## src/rtl/fp_add_seq.sv

```systemverilog
// fp_add_seq -- sequenced IEEE-754 adder/subtractor with a start/done handshake.
// An internal FSM walks each operation through capture/swap, align, add,
// normalise and round. Denormal inputs are flushed to zero.
// Build option FP_ADD_ROUND_EN: when defined, the unit rounds to nearest-even
// on guard/round/sticky and handles NaN/infinity inputs. When undefined, GRS
// bits are truncated and all-ones exponents are treated as ordinary numbers.
module fp_add_seq #(
    parameter int EXP_W  = 8,
    parameter int FRAC_W = 23
) (
    input  logic                      clock,
    input  logic                      reset_n,
    input  logic                      start,
    input  logic                      sub,
    input  logic [EXP_W+FRAC_W:0]     operando_a,
    input  logic [EXP_W+FRAC_W:0]     operando_b,
    output logic                      busy,
    output logic                      done,
    output logic [EXP_W+FRAC_W:0]     resultado,
    output logic                      overflow,
    output logic                      underflow
);
    localparam int W      = 1 + EXP_W + FRAC_W;
    localparam int MANT_W = FRAC_W + 4;   // hidden + fraction + guard/round/sticky
    localparam int MW     = FRAC_W + 5;   // MANT_W plus carry bit
    localparam int EW     = EXP_W + 1;    // exponent with one bit of headroom

    localparam logic [EXP_W-1:0] SHMAX_E   = EXP_W'(FRAC_W + 3);
    localparam logic [EW-1:0]    EXP_ONE   = {{(EW-1){1'b0}}, 1'b1};
    localparam logic [EW-1:0]    EXP_MAX_E = {1'b0, {EXP_W{1'b1}}};
    localparam logic [W-1:0]     QNAN      = {1'b0, {EXP_W{1'b1}}, 1'b1, {(FRAC_W-1){1'b0}}};

    typedef enum logic [2:0] {
        S_IDLE  = 3'd0,
        S_ALIGN = 3'd1,
        S_ADD   = 3'd2,
        S_NORM  = 3'd3,
        S_ROUND = 3'd4,
        S_DONE  = 3'd5
    } state_t;

    state_t            state_q, state_d;

    // Registered outputs
    logic              busy_q, busy_d;
    logic              done_q, done_d;
    logic              overflow_q, overflow_d;
    logic              underflow_q, underflow_d;
    logic [W-1:0]      resultado_q, resultado_d;

    // Datapath registers
    logic              sign_q, sign_d;          // sign of the larger operand (result sign)
    logic              sign_sml_q, sign_sml_d;  // effective sign of the smaller operand
    logic [EW-1:0]     exp_q, exp_d;            // working exponent
    logic [EXP_W-1:0]  exp_sml_q, exp_sml_d;
    logic [MANT_W-1:0] mant_a_q, mant_a_d;
    logic [MANT_W-1:0] mant_b_q, mant_b_d;
    logic [MW-1:0]     m_q, m_d;                // sum / normalising mantissa
    logic [W-1:0]      res_q, res_d;
    logic              ovf_q, ovf_d;
    logic              unf_q, unf_d;
    logic              special_q, special_d;
    logic [W-1:0]      spec_res_q, spec_res_d;

    // Capture-side combinational signals
    logic              sign_a_s, sign_b_s;
    logic [EXP_W-1:0]  exp_a_s, exp_b_s;
    logic [W-2:0]      mag_a_s, mag_b_s;
    logic [W-2:0]      big_mag_s, sml_mag_s;
    logic              big_sign_s, sml_sign_s;
    logic              special_s;
    logic [W-1:0]      spec_res_s;
`ifdef FP_ADD_ROUND_EN
    logic              nan_a_s, nan_b_s, inf_a_s, inf_b_s;
`endif

    // Alignment and rounding combinational signals
    logic [EXP_W-1:0]  diff_s;
    logic [MANT_W-1:0] lost_mask_s, align_b_s;
    logic [FRAC_W:0]   sig_s;
    logic              rnd_up_s;
    logic [FRAC_W+1:0] sum_rnd_s;
    logic [EW-1:0]     exp_rnd_s;
    logic [FRAC_W-1:0] frac_rnd_s;
    logic              ovf_rnd_s;
    logic [W-1:0]      rnd_res_s;

    // Expand a flushed magnitude into hidden bit + fraction + empty GRS bits.
    function automatic logic [MANT_W-1:0] expand_mant(input logic [W-2:0] mag);
        expand_mant = {(|mag[W-2:FRAC_W]), mag[FRAC_W-1:0], 3'b000};
    endfunction

    assign busy      = busy_q;
    assign done      = done_q;
    assign resultado = resultado_q;
    assign overflow  = overflow_q;
    assign underflow = underflow_q;

    // Unpack operands, apply sub to B, flush denormals and order by magnitude
    always_comb begin
        sign_a_s = operando_a[W-1];
        sign_b_s = operando_b[W-1] ^ sub;
        exp_a_s  = operando_a[W-2:FRAC_W];
        exp_b_s  = operando_b[W-2:FRAC_W];
        mag_a_s  = (exp_a_s == {EXP_W{1'b0}}) ? {(W-1){1'b0}} : operando_a[W-2:0];
        mag_b_s  = (exp_b_s == {EXP_W{1'b0}}) ? {(W-1){1'b0}} : operando_b[W-2:0];
        if (mag_b_s > mag_a_s) begin
            big_mag_s  = mag_b_s;
            big_sign_s = sign_b_s;
            sml_mag_s  = mag_a_s;
            sml_sign_s = sign_a_s;
        end else begin
            big_mag_s  = mag_a_s;
            big_sign_s = sign_a_s;
            sml_mag_s  = mag_b_s;
            sml_sign_s = sign_b_s;
        end
    end

    // Classify NaN / infinity inputs and pick their fixed result
    always_comb begin
        special_s  = 1'b0;
        spec_res_s = {W{1'b0}};
`ifdef FP_ADD_ROUND_EN
        nan_a_s = (&exp_a_s) & (|operando_a[FRAC_W-1:0]);
        nan_b_s = (&exp_b_s) & (|operando_b[FRAC_W-1:0]);
        inf_a_s = (&exp_a_s) & ~(|operando_a[FRAC_W-1:0]);
        inf_b_s = (&exp_b_s) & ~(|operando_b[FRAC_W-1:0]);
        if (nan_a_s || nan_b_s) begin
            special_s  = 1'b1;
            spec_res_s = QNAN;
        end else if (inf_a_s && inf_b_s) begin
            special_s = 1'b1;
            if (sign_a_s == sign_b_s) begin
                spec_res_s = {sign_a_s, {EXP_W{1'b1}}, {FRAC_W{1'b0}}};
            end else begin
                spec_res_s = QNAN;
            end
        end else if (inf_a_s) begin
            special_s  = 1'b1;
            spec_res_s = {sign_a_s, {EXP_W{1'b1}}, {FRAC_W{1'b0}}};
        end else if (inf_b_s) begin
            special_s  = 1'b1;
            spec_res_s = {sign_b_s, {EXP_W{1'b1}}, {FRAC_W{1'b0}}};
        end else begin
            special_s  = 1'b0;
            spec_res_s = {W{1'b0}};
        end
`endif
    end

    // Right-shift the smaller mantissa by the exponent gap, folding lost bits into sticky
    always_comb begin
        diff_s      = exp_q[EXP_W-1:0] - exp_sml_q;
        lost_mask_s = ~({MANT_W{1'b1}} << diff_s);
        if (diff_s >= SHMAX_E) begin
            align_b_s = {{(MANT_W-1){1'b0}}, |mant_b_q};
        end else begin
            align_b_s = (mant_b_q >> diff_s)
                      | {{(MANT_W-1){1'b0}}, |(mant_b_q & lost_mask_s)};
        end
    end

    // Round the normalised mantissa and detect exponent saturation
    always_comb begin
        sig_s = m_q[MW-2:3];
`ifdef FP_ADD_ROUND_EN
        rnd_up_s = m_q[2] & (m_q[1] | m_q[0] | m_q[3]);
`else
        rnd_up_s = 1'b0;
`endif
        sum_rnd_s = {1'b0, sig_s} + {{(FRAC_W+1){1'b0}}, rnd_up_s};
        if (sum_rnd_s[FRAC_W+1]) begin
            exp_rnd_s  = exp_q + EXP_ONE;
            frac_rnd_s = sum_rnd_s[FRAC_W:1];
        end else begin
            exp_rnd_s  = exp_q;
            frac_rnd_s = sum_rnd_s[FRAC_W-1:0];
        end
        ovf_rnd_s = (exp_rnd_s >= EXP_MAX_E);
        if (ovf_rnd_s) begin
            rnd_res_s = {sign_q, {EXP_W{1'b1}}, {FRAC_W{1'b0}}};
        end else begin
            rnd_res_s = {sign_q, exp_rnd_s[EXP_W-1:0], frac_rnd_s};
        end
    end

    // FSM next state, datapath updates and output register next values
    always_comb begin
        state_d     = state_q;
        busy_d      = busy_q;
        done_d      = 1'b0;
        resultado_d = resultado_q;
        overflow_d  = overflow_q;
        underflow_d = underflow_q;
        sign_d      = sign_q;
        sign_sml_d  = sign_sml_q;
        exp_d       = exp_q;
        exp_sml_d   = exp_sml_q;
        mant_a_d    = mant_a_q;
        mant_b_d    = mant_b_q;
        m_d         = m_q;
        res_d       = res_q;
        ovf_d       = ovf_q;
        unf_d       = unf_q;
        special_d   = special_q;
        spec_res_d  = spec_res_q;
        case (state_q)
            S_IDLE: begin
                if (start) begin
                    state_d     = S_ALIGN;
                    busy_d      = 1'b1;
                    overflow_d  = 1'b0;
                    underflow_d = 1'b0;
                    sign_d      = big_sign_s;
                    sign_sml_d  = sml_sign_s;
                    exp_d       = {1'b0, big_mag_s[W-2:FRAC_W]};
                    exp_sml_d   = sml_mag_s[W-2:FRAC_W];
                    mant_a_d    = expand_mant(big_mag_s);
                    mant_b_d    = expand_mant(sml_mag_s);
                    res_d       = {W{1'b0}};
                    ovf_d       = 1'b0;
                    unf_d       = 1'b0;
                    special_d   = special_s;
                    spec_res_d  = spec_res_s;
                end else begin
                    state_d = S_IDLE;
                end
            end
            S_ALIGN: begin
                mant_b_d = align_b_s;
                state_d  = S_ADD;
            end
            S_ADD: begin
                if (sign_q == sign_sml_q) begin
                    m_d = {1'b0, mant_a_q} + {1'b0, mant_b_q};
                end else begin
                    m_d = {1'b0, mant_a_q} - {1'b0, mant_b_q};
                end
                state_d = S_NORM;
            end
            S_NORM: begin
                if (special_q) begin
                    state_d = S_ROUND;
                end else if (m_q[MW-1]) begin
                    // carry out: one right shift, sticky keeps the dropped bit
                    m_d     = {1'b0, m_q[MW-1:2], m_q[1] | m_q[0]};
                    exp_d   = exp_q + EXP_ONE;
                    state_d = S_ROUND;
                end else if (m_q == {MW{1'b0}}) begin
                    // exact cancellation always yields +0
                    res_d   = {W{1'b0}};
                    state_d = S_DONE;
                end else if (m_q[MW-2]) begin
                    state_d = S_ROUND;
                end else if (exp_q <= EXP_ONE) begin
                    unf_d   = 1'b1;
                    res_d   = {sign_q, {(W-1){1'b0}}};
                    state_d = S_DONE;
                end else begin
                    m_d     = {m_q[MW-2:0], 1'b0};
                    exp_d   = exp_q - EXP_ONE;
                    state_d = S_NORM;
                end
            end
            S_ROUND: begin
                if (special_q) begin
                    res_d = spec_res_q;
                    ovf_d = 1'b0;
                end else begin
                    res_d = rnd_res_s;
                    ovf_d = ovf_rnd_s;
                end
                state_d = S_DONE;
            end
            S_DONE: begin
                done_d      = 1'b1;
                busy_d      = 1'b0;
                resultado_d = res_q;
                overflow_d  = ovf_q;
                underflow_d = unf_q;
                state_d     = S_IDLE;
            end
            default: begin
                state_d = S_IDLE;
                busy_d  = 1'b0;
            end
        endcase
    end

    // FSM state register
    always_ff @(posedge clock or negedge reset_n) begin
        if (!reset_n) begin
            state_q <= S_IDLE;
        end else begin
            state_q <= state_d;
        end
    end

    // Output registers
    always_ff @(posedge clock or negedge reset_n) begin
        if (!reset_n) begin
            busy_q      <= 1'b0;
            done_q      <= 1'b0;
            resultado_q <= {W{1'b0}};
            overflow_q  <= 1'b0;
            underflow_q <= 1'b0;
        end else begin
            busy_q      <= busy_d;
            done_q      <= done_d;
            resultado_q <= resultado_d;
            overflow_q  <= overflow_d;
            underflow_q <= underflow_d;
        end
    end

    // Datapath registers; an in-flight operation is discarded on reset
    always_ff @(posedge clock or negedge reset_n) begin
        if (!reset_n) begin
            sign_q     <= 1'b0;
            sign_sml_q <= 1'b0;
            exp_q      <= {EW{1'b0}};
            exp_sml_q  <= {EXP_W{1'b0}};
            mant_a_q   <= {MANT_W{1'b0}};
            mant_b_q   <= {MANT_W{1'b0}};
            m_q        <= {MW{1'b0}};
            res_q      <= {W{1'b0}};
            ovf_q      <= 1'b0;
            unf_q      <= 1'b0;
            special_q  <= 1'b0;
            spec_res_q <= {W{1'b0}};
        end else begin
            sign_q     <= sign_d;
            sign_sml_q <= sign_sml_d;
            exp_q      <= exp_d;
            exp_sml_q  <= exp_sml_d;
            mant_a_q   <= mant_a_d;
            mant_b_q   <= mant_b_d;
            m_q        <= m_d;
            res_q      <= res_d;
            ovf_q      <= ovf_d;
            unf_q      <= unf_d;
            special_q  <= special_d;
            spec_res_q <= spec_res_d;
        end
    end

endmodule
```

## config.mk

```make
export PLATFORM = sky130hd
export DESIGN_NAME = fp_add_seq
export DESIGN_NICKNAME = d
export VERILOG_FILES = /design/src/rtl/fp_add_seq.sv
export SDC_FILE = /design/constraint.sdc
export NUM_CORES = 1
export LEC_CHECK = 0
export CORE_AREA = 4 4 218 220
export DETAILED_ROUTE_END_ITERATION = 10
export DIE_AREA = 0 0 222 224
export DONT_BUFFER_PORTS = 1
export PLACE_DENSITY = 0.5
export SYNTH_ARGS = -nofsm -noshare
export SYNTH_HDL_FRONTEND = slang
export SYNTH_SLANG_ARGS = --single-unit
```

## constraint.sdc

```tcl
create_clock -name clock -period 4.21 [get_ports clock]
set_input_delay 1.263 -clock clock [delete_from_list [all_inputs] [get_ports clock]]
set_output_delay 1.263 -clock clock [all_outputs]
set_load 0.005 [all_outputs]
```

==> out/metrics.csv, run 1 <==
stage,metric,value,unit
setup_path,start_kind,primary input,
synth,ys_ff_latch,171,
synth,synthFlopType,dfrtp_1,
timing,fmax,247,MHz
route,antenna_left,0,
outcome,outcome,"finished, final reports clean",
setup_path,worstSetupPathType,primary input to register,
floorplanning,initial_utilization,0.298,
synth,yosys.area.top_type,dfrtp_1,
route,drcViolationCount,0,
setup_path,timing.rr.end,mant_b_q[0]$_DFFE_PN0P_,
timing,finalHoldViolCount,0,
setup_path,required,4.52,ns
cts,insertion_delay,0.45,ns
grt,grt_pass1_wl,73800,um
cts,clockBufferDepth,2,
synth,syn-num-nets,1852,
setup_path,critPathArrivalTime,4.35,ns
synth,yosysTopAreaCellShare,0.317,
grt,grt_use_met3,0.0392,
place,dp_hpwl,36100,um
setup_path,crit_path_max_fanout,21,
floorplanning,die_area,49700,sq um
setup_path,crit_path_start,operando_b[27],
grt,busiest_layer,met2,
synth,syn_area,13500,sq um
place,gp_congestion,0.956,
run,cap_violations,0,
cts,postCtsHoldBufs,0,
timing,report.final.setup_viol,0,
setup_path,r2r_slack,0.36,ns
timing,relSlewSlack,0.210,
place,place_ws,-0.364,ns
synth,yosys-top-cells-area,"dfrtp_1 (32%), ha_1 (8.5%), nand2_1 (7.5%)",
timing,tightestPinTransition,1.18,ns
timing,final.setup_skew,0.0133,ns
synth,ys_seq_area_frac,0.317,
grt,use_met1,0.269,
synth,synth_edf_count,0,
timing,rsz0062_at_grt,true,
timing,layout_setup_ws,0.168,ns
cells_and_area,fin_nets,1862,
grt,met2_usage,0.277,
cts,numCtsBuffers,17,
synth,avgSynthCellArea,7.98,sq um
cells_and_area,area_delta_synth_final,13.6,%
timing,post-route-min-period,4.04,ns
synth,synthArstFlopShare,1.00,
route,vias,12700,
cts,cts_root_buffer,clkbuf_16,
grt,grt_max_degree,172,
cts,clkSlewWorstSetupHoldPaths,0.07,ns
route,post_drt_wl_per_cell,20.4,um
synth,syn_inst,1690,
setup_path,cp-endpoint,mant_b_q[25]$_DFFE_PN0P_,
floorplanning,ios,104,
cells_and_area,drive_above_1_share,0.119,
setup_path,worstSetupEndpointType,register,
synth,synth_cell_types,90,
grt,grt_usage,0.185,
hold_path,hp-class,register to register,
timing,slew_viol_final,0,
floorplanning,die_x,222,um
route,drt_pass1_iterations,9,
grt,grt_pass1_vias,12300,
floorplanning,core_area,45300,sq um
floorplanning,num_rows,78,
timing,post-route-period-util,0.960,
cts,cts.htree.levels,4,
floorplanning,dieHeight,224,um
route,drt-vias-per-instance,5.48,
place,portBuffers,0,
route,drt-initial-drc-count,1177,
setup_path,worstRegToRegCells,13,
cts,clock_sinks,171,
cts,cts_tree,yes,
grt,antenna_found_initial,0,
route,routed_wl,47100,um
synth,yosysWarnings,0,
grt,overflow,0,
setup_path,reg2reg_from,exp_q[0]$_DFFE_PN0P_,
-- cell usage in the layout, fill, tap and decap left out, types with 34 or more instances in the layout --
master	instances
a21oi_1	90
a22o_1	34
o21ai_0	123
a211oi_1	45
buf_4	107
ha_1	92
nor2_1	170
dfrtp_1	171
nand2_1	268
inv_1	73
-- how the worst min path moves through the flow --
stage                                      from                   endpoint  slack [ns]  cells after the start
after detailed placement  res_q[28]$_DFFE_PN0P_  resultado[28]$_DFFE_PN0P_        0.46                      2
after global placement    res_q[28]$_DFFE_PN0P_  resultado[28]$_DFFE_PN0P_        0.46                      2
after CTS                               reset_n   resultado[0]$_DFFE_PN0P_        0.48                      0
final                     res_q[28]$_DFFE_PN0P_  resultado[28]$_DFFE_PN0P_        0.48                      2
after global routing                    reset_n  resultado[12]$_DFFE_PN0P_        0.49                      0
after floorplan           res_q[23]$_DFFE_PN0P_  resultado[23]$_DFFE_PN0P_        0.44                      2
-- state kept, by name, summed over array words and instances, names as in the netlist --
signal,count
underflow,1
sign_q,1
exp_q,9
res_q,32
ovf_q,1
done,1
mant_b_q,27
exp_sml_q,8
unf_q,1
overflow,1
resultado,32
m_q,28
busy,1
state_q,3
sign_sml_q,1
mant_a_q,24
-- through the flow --
step | hold slack (ns) | util | TNS [ns] | area (sq um) | instances
finish | 0.477 | 0.338 | 0 | 15300 | 2312
CTS | 0.483 | 0.337 | 0 | 15200 | 2310
global route | 0.492 | 0.338 | -0.295 | 15300 | 2311
detailed placement | 0.464 | 0.324 | -14.67 | 14700 | 2280
floorplan | 0.439 | - | 0 | 13500 | 1690
global placement | 0.459 | 0.324 | -12.47 | 14700 | 2280
-- synth_stat cells (9+ instances only) --
cell type,n
and2_1,28
o21ai_1,21
and3_1,9
a222oi_1,12
dfrtp_1,171
a211oi_1,46
nor2b_1,13
nor3_1,28
o31ai_1,14
xor2_1,9
a31oi_1,26
nand3_1,28
a21o_1,20
or3_1,11
ha_1,92
nand2_1,269
o21ai_0,124
nor2_1,170
o22ai_1,16
nand4_1,10
clkbuf_1,90
xnor2_1,26
inv_1,73
o211ai_1,21
mux2i_1,28
a22o_1,34
buf_2,21
nor4_1,24
a21oi_1,90
o21bai_1,10
-- area by class of cell --
class                      count  area, sq um
antenna                        1         2.50
clock inverter                11          111
sequential                   171         4280
inverter                      76          285
tap                          600          751
timing repair buffer         113          923
multi-input combinational   1321         8520
fill                        4830        30000
clock buffer                  19          453
-- cell families (layout without fill, tap and decap cells) --
family                   count (synthesis)  in the layout  synth area share
other                                    0              1                 0
buffers and inverters                  198            219            0.0595
AO/OA/AOI/OAI                          526            526             0.265
XOR/XNOR                                36             36            0.0239
AND/OR/NAND/NOR                        623            623             0.207
multiplexers                            42             42            0.0391
adder cells (fa/ha/maj)                 94             94            0.0883
flip-flops                             171            171             0.317
-- critical path: stages --
cell and delay [ns]:
nor4_2 0.24, nand2_1 0.11, or2_4 0.28, buf_12 0.15
and2_1 0.17, ha_1 0.32, a21o_1 0.17, a21o_1 0.17
a21oi_1 0.26, o221ai_2 0.20, o21bai_4 0.34, buf_12 0.21
nor2_1 0.05, a211oi_1 0.26, o22ai_1 0.13
-- routing by layer --
layer  vias up  part of all wire
met5         -                 0
met4         0             0.028
met3        74             0.068
met1      5996              0.47
li1       6125                 -
met2       476              0.43
-- timing repair --
item	CTS	global route
endpoints found under the setup margin	0	51
setup buffers	0	0
resized for setup	0	11
Power of run 1 is left out: the tool's default activity adds up to more than one toggle a clock period on the data nets, which glitch-free logic cannot reach.
==> inputs of run 2 (changes only) <==
--- a/config.mk
+++ b/config.mk
@@ -5,6 +5,7 @@
 export SDC_FILE = /design/constraint.sdc
 export NUM_CORES = 1
 export LEC_CHECK = 0
+export CAP_MARGIN = 10
 export CORE_AREA = 4 4 218 220
 export DETAILED_ROUTE_END_ITERATION = 10
 export DIE_AREA = 0 0 222 224
==> results of run 2 <==
Same layout as run 1: the final DEF is identical, and so are final timing and power.
Power of run 2 is left out for the same reason.
==> inputs of run 3 (changes only) <==
--- a/config.mk
+++ b/config.mk
@@ -11,6 +11,7 @@
 export DIE_AREA = 0 0 222 224
 export DONT_BUFFER_PORTS = 1
 export PLACE_DENSITY = 0.5
+export SLEW_MARGIN = 40
 export SYNTH_ARGS = -nofsm -noshare
 export SYNTH_HDL_FRONTEND = slang
 export SYNTH_SLANG_ARGS = --single-unit
==> run 3 against run 2 <==
Net effect:
- die area unchanged
- critical path depth rose by 1
- largest cell class unchanged
- hold slack gained 0.0017 ns
- first-iteration DRC count decreased by 4.1%
- clock skew fell by 0.0029 ns
- critical path type unchanged
- highest routed layer unchanged
- final cell count is essentially flat
- global-route usage about the same
==> out/metrics.csv, run 3 (synthesized netlist as in run 1, its figures left out) <==
stage,metric,value,unit,change
route,vias,12900,,+1.6%
timing,tightestPinTransition,0.786,ns,-0.389 ns
place,dp_hpwl,36100,um,+0.11%
cts,clockBufferDepth,2,,unchanged
route,drcViolationCount,0,,unchanged
floorplanning,ios,104,,unchanged
cts,insertion_delay,0.46,ns,about the same
setup_path,required,4.54,ns,+0.02 ns
timing,post-route-period-util,0.956,,-0.00373
route,post_drt_wl_per_cell,20.5,um,+0.72%
cts,cts_tree,yes,,
setup_path,critPathArrivalTime,4.35,ns,about the same
cts,cts_root_buffer,clkbuf_16,,
cts,cts.htree.levels,4,,unchanged
outcome,outcome,"finished, final reports clean",,
cells_and_area,final_common_cell,nand2_1,,
grt,grt_pass1_wl,73600,um,-0.26%
route,drt-vias-per-instance,5.56,,+1.5%
grt,grt_usage,0.185,,-0.000313
timing,final.setup_skew,0.0104,ns,-0.00294 ns
timing,finalHoldViolCount,0,,unchanged
cts,numCtsBuffers,17,,unchanged
floorplanning,die_area,49700,sq um,unchanged
cts,clkSlewWorstSetupHoldPaths,0.07,ns,about the same
setup_path,start_kind,primary input,,
run,cap_violations,0,,unchanged
cells_and_area,fin_nets,1863,,+0.054%
floorplanning,core_area,45300,sq um,unchanged
cells_and_area,seqCellArea,4280,sq um,unchanged
cells_and_area,fill_cells,4784,,-0.95%
route,drt-initial-drc-count,1129,,-4.1%
cells_and_area,drive_above_1_share,0.125,,+0.00621
place,portBuffers,0,,unchanged
cells_and_area,fin_util,0.341,,+0.00260
floorplanning,num_rows,78,,unchanged
timing,post-route-min-period,4.03,ns,-0.0157 ns
timing,fmax,248,MHz,+0.39%
timing,report.final.setup_viol,0,,unchanged
place,gp_congestion,0.956,,unchanged
grt,grt_pass1_vias,12200,,-1.0%
floorplanning,dieHeight,224,um,unchanged
setup_path,crit_path_max_fanout,14,,-33%
cells_and_area,area_delta_synth_final,14.5,%,
floorplanning,die_x,222,um,unchanged
grt,grt_max_degree,172,,unchanged
setup_path,worstSetupPathType,primary input to register,,
cells_and_area,diodes,0,,-1
cts,clock_sinks,171,,unchanged
cells_and_area,multi_input_area,8570,sq um,+0.60%
route,routed_wl,47500,um,+0.81%
grt,antenna_found_initial,0,,unchanged
grt,overflow,0,,unchanged
cts,postCtsHoldBufs,0,,unchanged
hold_path,hp-class,register to register,,
route,antenna_left,0,,unchanged
timing,relSlewSlack,0.476,,+0.265
timing,slew_viol_final,0,,unchanged
route,drt_pass1_iterations,6,,-3
setup_path,worstSetupEndpointType,register,,
floorplanning,initial_utilization,0.298,,unchanged
cells_and_area,final_cell_mix,"nand2_1 (268), dfrtp_1 (171), nor2_1 (170)",,
## run 3: routing by layer
| layer | part of all wire | track usage | up-vias |
|---|---|---|---|
| li1 | - | - | 6139 |
| met3 | 0.072 | 0.0368 | 83 |
| met4 | 0.025 | 0.0566 | 0 |
| met5 | 0 | 0 | - |
| met1 | 0.47 | 0.271 | 6112 |
| met2 | 0.43 | 0.276 | 539 |
## run 3: area by class of cell
cell class	instances	share of cell area
clock buffers	19	0.0287
inverters	76	0.0186
flip-flops and latches	171	0.277
repair buffers	114	0.0620
clock inverters	13	0.0100
multi-input cells	1321	0.555
well taps	600	0.0486
## run 3: worst max-delay path, cell delays in order
cell,delay (ns)
nor4_2,0.25
nand2_1,0.12
or2_4,0.28
buf_12,0.15
and2_1,0.18
ha_1,0.33
a21oi_2,0.15
nor2b_1,0.06
o211ai_1,0.28
a31oi_4,0.14
buf_4,0.16
o21bai_4,0.34
buf_12,0.19
nor2_1,0.05
a211oi_1,0.28
o22ai_1,0.13
## run 3: metrics by stage
step / setup TNS (ns) / area [sq um] / worst slack [ns] / cells / hold WS [ns]
floorplan: 0 / 13500 / 0.00436 / 1690 / 0.439
global placement: -12.47 / 14700 / -0.319 / 2280 / 0.459
detailed placement: -16.33 / 14700 / -0.363 / 2280 / 0.469
CTS: 0 / 15300 / 0.125 / 2312 / 0.486
global route: -0.0473 / 15400 / -0.0229 / 2314 / 0.486
finish: 0 / 15400 / 0.183 / 2314 / 0.479
## run 3: worst paths after layout
path                                 startpoint                        end  slack (ns)  depth (start not counted)
max                              operando_b[27]   mant_b_q[24]$_DFFE_PN0P_        0.18                         16
min                        res_q[9]$_DFFE_PN0P_   resultado[9]$_DFFE_PN0P_        0.48                          2
max reg2reg                exp_q[0]$_DFFE_PN0P_    mant_b_q[0]$_DFFE_PN0P_        0.36                         13
min reg2reg                res_q[9]$_DFFE_PN0P_   resultado[9]$_DFFE_PN0P_        0.48                          2
max in group asynchronous               reset_n       exp_q[5]$_DFFE_PN0P_        3.26                          0
min in group asynchronous               reset_n  resultado[16]$_DFFE_PN0P_        0.51                          0
## run 3: what timing repair did
item                       4_1_cts  5_1_grt
setup endpoints to repair        0       55
resized for setup                0       18
setup buffers                    0        0
Power of run 3 is left out for the same reason.
